`src/rtl/cardinal_nic_pkg.sv`:
```
`default_nettype none
// ============================================================================
// Module   : cardinal_nic_pkg
// Brief    : Shared constants for the cardinal NIC: register map, data width,
//            status and drop-counter field positions (big-endian, bit 0 = MSB).
// Revision : 1.0 - initial release
// ============================================================================
package cardinal_nic_pkg;

    localparam int NIC_DATA_WIDTH = 64;

    localparam logic [1:0] NIC_ADDR_IN_BUF   = 2'b00;
    localparam logic [1:0] NIC_ADDR_IN_STAT  = 2'b01;
    localparam logic [1:0] NIC_ADDR_OUT_BUF  = 2'b10;
    localparam logic [1:0] NIC_ADDR_OUT_STAT = 2'b11;

    // Full flag sits in the last (least significant) bit of a status word.
    localparam int NIC_STATUS_BIT  = 63;
    localparam int NIC_DROP_CNT_LO = 32;
    localparam int NIC_DROP_CNT_HI = 47;

endpackage
`default_nettype wire

```
`src/rtl/nic_chan_buf.sv`:
```
`default_nettype none
// ============================================================================
// Module   : nic_chan_buf
// Brief    : One-entry packet register with full flag; write wins over clear.
// Revision : 1.0 - initial release
// ============================================================================
module nic_chan_buf
    import cardinal_nic_pkg::*;
#(
    parameter int DATA_WIDTH = NIC_DATA_WIDTH
) (
    input  logic                  clk,
    input  logic                  reset,
    input  logic                  wr,
    input  logic [0:DATA_WIDTH-1] wdata,
    input  logic                  clr,
    output logic [0:DATA_WIDTH-1] rdata,
    output logic                  full
);

    logic [0:DATA_WIDTH-1] r_data;
    logic                  r_full;

    // Clearing only drops the flag; the payload stays readable as stale data.
    always_ff @(posedge clk or negedge reset) begin
        if (!reset) begin
            r_data <= '0;
            r_full <= 1'b0;
        end else if (wr) begin
            r_data <= wdata;
            r_full <= 1'b1;
        end else if (clr) begin
            r_full <= 1'b0;
        end
    end

    assign rdata = r_data;
    assign full  = r_full;

endmodule
`default_nettype wire

```
`src/rtl/cardinal_nic.sv`:
```
`default_nettype none
// ============================================================================
// Module   : cardinal_nic
// Brief    : Processor-to-ring NIC with one-packet input and output buffers.
//            Optional macro CARDINAL_NIC_DROP_CNT_EN adds a dropped-store counter.
// Revision : 1.0 - initial release
// ============================================================================
module cardinal_nic
    import cardinal_nic_pkg::*;
#(
    parameter int DATA_WIDTH = NIC_DATA_WIDTH,
    parameter int VC_BIT     = 0
) (
    input  logic                  clk,
    input  logic                  reset,
    input  logic [1:0]            addr,
    input  logic [0:DATA_WIDTH-1] d_in,
    output logic [0:DATA_WIDTH-1] d_out,
    input  logic                  nicEn,
    input  logic                  nicWrEn,
    input  logic                  net_si,
    output logic                  net_ri,
    input  logic [0:DATA_WIDTH-1] net_di,
    output logic                  net_so,
    input  logic                  net_ro,
    output logic [0:DATA_WIDTH-1] net_do,
    input  logic                  net_polarity
);

    logic                  w_load;
    logic                  w_store;
    logic                  w_in_wr;
    logic                  w_in_clr;
    logic                  w_in_full;
    logic [0:DATA_WIDTH-1] w_in_buf;
    logic                  w_out_req;
    logic                  w_out_wr;
    logic                  w_out_full;
    logic [0:DATA_WIDTH-1] w_out_buf;
    logic [0:DATA_WIDTH-1] w_in_stat;
    logic [0:DATA_WIDTH-1] w_out_stat;

    assign w_load  = nicEn & ~nicWrEn;
    assign w_store = nicEn &  nicWrEn;

    // net_ri is low while full, so capture and read-clear never share an edge.
    assign w_in_wr  = net_si & ~w_in_full;
    assign w_in_clr = w_load & (addr == NIC_ADDR_IN_BUF) & w_in_full;

    // out_full is sampled before the edge: a store racing a send is dropped.
    assign w_out_req = w_store & (addr == NIC_ADDR_OUT_BUF);
    assign w_out_wr  = w_out_req & ~w_out_full;

    nic_chan_buf #(.DATA_WIDTH(DATA_WIDTH)) u_in_chan (
        .clk   (clk),
        .reset (reset),
        .wr    (w_in_wr),
        .wdata (net_di),
        .clr   (w_in_clr),
        .rdata (w_in_buf),
        .full  (w_in_full)
    );

    nic_chan_buf #(.DATA_WIDTH(DATA_WIDTH)) u_out_chan (
        .clk   (clk),
        .reset (reset),
        .wr    (w_out_wr),
        .wdata (d_in),
        .clr   (net_so),
        .rdata (w_out_buf),
        .full  (w_out_full)
    );

    assign net_ri = ~w_in_full;
    assign net_do = w_out_buf;
    assign net_so = w_out_full & net_ro & (w_out_buf[VC_BIT] == net_polarity);

`ifdef CARDINAL_NIC_DROP_CNT_EN
    logic [15:0] r_drop_cnt;
    logic        w_out_drop;
    logic        w_cnt_clr;

    assign w_out_drop = w_out_req & w_out_full;
    assign w_cnt_clr  = w_store & (addr == NIC_ADDR_OUT_STAT);

    always_ff @(posedge clk or negedge reset) begin
        if (!reset) begin
            r_drop_cnt <= '0;
        end else if (w_cnt_clr) begin
            r_drop_cnt <= '0;
        end else if (w_out_drop && (r_drop_cnt != 16'hFFFF)) begin
            r_drop_cnt <= r_drop_cnt + 16'd1;
        end
    end
`endif

    always_comb begin
        w_in_stat                  = '0;
        w_in_stat[NIC_STATUS_BIT]  = w_in_full;
        w_out_stat                 = '0;
        w_out_stat[NIC_STATUS_BIT] = w_out_full;
`ifdef CARDINAL_NIC_DROP_CNT_EN
        w_out_stat[NIC_DROP_CNT_LO:NIC_DROP_CNT_HI] = r_drop_cnt;
`endif
    end

    always_comb begin
        d_out = '0;
        if (w_load) begin
            case (addr)
                NIC_ADDR_IN_BUF:   d_out = w_in_buf;
                NIC_ADDR_IN_STAT:  d_out = w_in_stat;
                NIC_ADDR_OUT_BUF:  d_out = w_out_buf;
                default:           d_out = w_out_stat;
            endcase
        end
    end

endmodule
`default_nettype wire

```
`config.mk`:
```
export PLATFORM = sky130hd
export DESIGN_NAME = cardinal_nic
export DESIGN_NICKNAME = d
export VERILOG_FILES = /design/src/rtl/cardinal_nic_pkg.sv /design/src/rtl/nic_chan_buf.sv /design/src/rtl/cardinal_nic.sv
export SDC_FILE = /design/constraint.sdc
export NUM_CORES = 1
export LEC_CHECK = 0
export CORE_UTILIZATION = 42
export CTS_BUF_LIST = sky130_fd_sc_hd__clkbuf_2 sky130_fd_sc_hd__clkbuf_4 sky130_fd_sc_hd__clkbuf_8
export CTS_CLUSTER_SIZE = 40
export DETAILED_ROUTE_END_ITERATION = 8
export PLACE_DENSITY = 0.83
export SLEW_MARGIN = 15
export SYNTH_ARGS = -nofsm -noshare
export SYNTH_HDL_FRONTEND = slang
export SYNTH_SLANG_ARGS = --single-unit
```
`constraint.sdc`:
```
create_clock -name clk -period 1.6 [get_ports clk]
set_input_delay 0.24 -clock clk [delete_from_list [all_inputs] [get_ports clk]]
set_output_delay 0.24 -clock clk [all_outputs]
set_load 0.1 [all_outputs]
```
==> reports/summary.txt <==
==================================================================================================
Ports placed on the boundary                                                                   267
Number of max-slew violations in the final report                                                0
Layout cells sized above 1                                                                   0.696
Wire length of the first global-routing pass                                              36100 um
Num Clock Sinks                                                                                130
Total placed instance area                                                              10000 um^2
Finished Cell Area                                                                      12000 um^2
Beginning of the worst register-to-register path                                      u_out_chan.full
Area growth from synthesis to final layout                                                    117%
Class of the tightest hold or removal check                                            in -> async
TritonCTS clock tree                                                                           yes
Post-DP HPWL                                                                              13300 um
Top cell family by delay on the critical path                                         multiplexers
Number of distinct standard cells referenced by the synthesized netlist                         17
Number of buffers and inverters on the critical path                                             1
Setup crit start kind                                                                         flop
Final critical-path required period                                                        2000 ps
Pwr dens                                                                              2260 nW/um^2
Required time at the worst-slack endpoint                                                  1360 ps
Total GRT Usage                                                                              0.379
Number of DRC violations after detailed routing                                                  0
Cell area after synthesis                                                                5520 um^2
Number of setup violations in the final report                                                 139
Max-capacitance violation count                                                                  0
Post-Route Utilization                                                                       0.942
Unrepaired setup endpoints after global routing                                               true
Violations in the final reports                                                       negative setup slack
Crit path cell chain                                                                  mux4_2, nor2b_4, buf_12
Switching share of power                                                                     0.529
Post-placement worst setup slack                                                           -522 ps
Relative slew margins                                                                        0.770
Inst Count DP                                                                                  792
Int Pwr                                                                                    12.7 mW
YS warnings                                                                                      0
Net count after synthesis                                                                      499
Number of I/O port buffers                                                                     266
Number of global-route vias before repair                                                     5516
Sort of element at the end of the critical path                                       primary output
Leakage power                                                                              5.18 nW
Slowest cell on crit path                                                             sky130_fd_sc_hd__mux4_2
Number of routed nets with antenna violations                                                    0
Setup crit start                                                                      u_out_chan.full
Final cell count without fillers                                                               887
Fin. Hold Viols                                                                                  0
RePlAce Congestion                                                                           0.749
Post-route clock period utilization                                                           1.25
Worst hold margin                                                                           190 ps
Overall Power                                                                              27.0 mW
Overflow left after global routing                                                               0
Max incr delay on CP                                                                        510 ps
CP max FO                                                                                        2
Num CTS Buffers                                                                                 17
Area of the placeable core                                                              12700 um^2
Share of total power in sequential cells                                                     0.297
Avg WL per Cell                                                                            43.9 um
Clk_lat worst skew                                                                          500 ps
Start-to-end type of the worst setup path                                               reg -> out
Overall routed net length                                                                 38900 um
Highest clock frequency the design can meet                                                499 MHz
Maximum number of pins on one net before global-route repair                                    57
Routed via count divided by cell count                                                        6.92
Width of the die                                                                            117 um
Worst-case clock buffer depth                                                                    2
Clock network fraction of total power                                                        0.113
Clock Root Buffer                                                                     sky130_fd_sc_hd__clkbuf_8
Floorplan row count                                                                             41
NetSw                                                                                      14.3 mW
Status                                                                                finished with violations
First-pass detailed-route iteration total                                                        5
Net count, final                                                                               829
H-tree levels                                                                                    4
Final worst slack                                                                          -403 ps
Number of antenna violations at the first check in global routing                                4
Starting density of the core                                                                 0.434
Accumulated negative setup slack                                                         -20660 ps
Count of vias placed by the detailed router                                                   6138
Die area                                                                                13600 um^2
Logic pwr share                                                                              0.590
Initial DRC count                                                                              729
Synthesized area divided by synthesized cell count                                       15.3 um^2
Portion of the post-synthesis area used by sequential elements                               0.589
Synthesized instance count                                                                     362
Height of the chip                                                                          117 um
Arrival time of the worst setup path                                                       1760 ps
Clock transition time at the flip-flop clock pins of the worst setup and hold paths         110 ps
Worst Skew                                                                                 21.0 ps
Slew at the pin with the worst max-slew slack                                               345 ps
Worst IR drop on VDD                                                                       2010 uV
Register bit count reported by yosys                                                           130
==================================================================================================
==> worst paths after layout <==
kind,endpoint,slack (ps),cells after the start
worst min register to register,u_in_chan.rdata[50],550,1
min in group clk,u_in_chan.rdata[44],360,2
worst min-delay path,u_in_chan.rdata[44],190,2
worst max-delay path,d_out[63],-400,3
max in group asynchronous,u_out_chan.rdata[23],720,3
worst max register to register,u_out_chan.rdata[32],-240,5
==> metal layers <==
layer,wire length [um],vias to the layer above,track usage
li1,-,2033,-
met1,11600,2955,0.409
met2,17200,791,0.689
met3,5300,351,0.116
met4,4630,8,0.157
met5,106,-,0
==> layout make-up <==
| cell class | count | area, um^2 |
|---|---|---|
| Fill cell | 295 | 738 |
| Clock inverter | 6 | 55.1 |
| Sequential cell | 130 | 3330 |
| Multi-Input combinational cell | 204 | 2850 |
| Antenna cell | 10 | 25.0 |
| Clock buffer | 26 | 320 |
| Timing Repair Buffer | 337 | 5170 |
| Tap cell | 172 | 215 |
| Inverter | 2 | 7.51 |
==> cells in the mapped netlist, drive strengths merged <==
master / n / area, um^2
dfrtp: 130 / 3250
mux2: 128 / 1440
a22o: 63 / 552
buf: 26 / 164
inv: 2 / 7.51
nand2b: 2 / 12.5
nor2b: 2 / 12.5
nor3: 2 / 20.0
o21bai: 2 / 15.0
and3: 1 / 6.26
mux4: 1 / 22.5
nand2: 1 / 3.75
nor2: 1 / 3.75
xnor2: 1 / 8.76
==> power by group through the flow <==
stage / Combinational [mW] / Clock, mW / Sequential (mW)
global route: 16.1 / 3.13 / 7.97
CTS: 14.5 / 2.71 / 7.11
global placement: 13.9 / 0 / 6.71
detailed placement: 14.1 / 0 / 6.89
floorplan: 3.17 / 0 / 11.9
finish: 16.0 / 3.04 / 8.03
==> repair_timing <==
item                                    4_1_cts  5_1_grt
resized for setup                           129       61
pin swaps                                    48       26
setup buffers                                32       10
hold buffers                                  1        0
gates cloned                                 11        9
endpoints found under the setup margin       90      129
endpoints found under the hold margin        19        0
==> registers in the layout (all words and copies together), names as in the netlist <==
register and count:
u_in_chan.full 1, u_in_chan.rdata 64, u_out_chan.rdata 64, u_out_chan.full 1
==> worst reg2reg max path: stages (launching register included) <==
cell	delay (ps)
sky130_fd_sc_hd__dfrtp_2	450
sky130_fd_sc_hd__buf_4	180
sky130_fd_sc_hd__nor3_4	240
sky130_fd_sc_hd__buf_6	240
sky130_fd_sc_hd__clkbuf_16	210
sky130_fd_sc_hd__mux2_1	390
==> kinds of logic (layout without fill, tap and decap cells) <==
| family | after synthesis | after routing | synth area share |
|---|---|---|---|
| flip-flops | 130 | 130 | 0.589 |
| multiplexers | 129 | 129 | 0.265 |
| AO/OA/AOI/OAI | 65 | 65 | 0.103 |
| buffers and inverters | 28 | 371 | 0.0310 |
| AND/OR/NAND/NOR | 9 | 9 | 0.0106 |
| XOR/XNOR | 1 | 1 | 0.00159 |
| other | 0 | 10 | 0 |
==> layout by cell type, fill, tap and decap left out, types with 2 or more instances in the layout <==
cell type                         netlist  layout
sky130_fd_sc_hd__buf_12                 0     152
sky130_fd_sc_hd__clkdlybuf4s50_1        0     131
sky130_fd_sc_hd__mux2_2                79      78
sky130_fd_sc_hd__dfrtp_1              130      65
sky130_fd_sc_hd__dfrtp_2                0      65
sky130_fd_sc_hd__a22o_4                 0      63
sky130_fd_sc_hd__mux2_4                 0      38
sky130_fd_sc_hd__clkbuf_8               0      20
sky130_fd_sc_hd__buf_6                  5      16
sky130_fd_sc_hd__buf_4                  1      13
sky130_fd_sc_hd__mux2_1                49      12
sky130_fd_sc_hd__diode_2                0      10
sky130_fd_sc_hd__buf_16                 0       9
sky130_fd_sc_hd__clkbuf_16              0       7
sky130_fd_sc_hd__buf_8                  0       7
sky130_fd_sc_hd__clkbuf_4               0       6
sky130_fd_sc_hd__clkinv_2               0       5
sky130_fd_sc_hd__nand2b_4               0       2
sky130_fd_sc_hd__nor3_4                 0       2
sky130_fd_sc_hd__nor2b_4                0       2
sky130_fd_sc_hd__inv_1                  2       2
No activity file was read; power rests on OpenSTA's default activity.
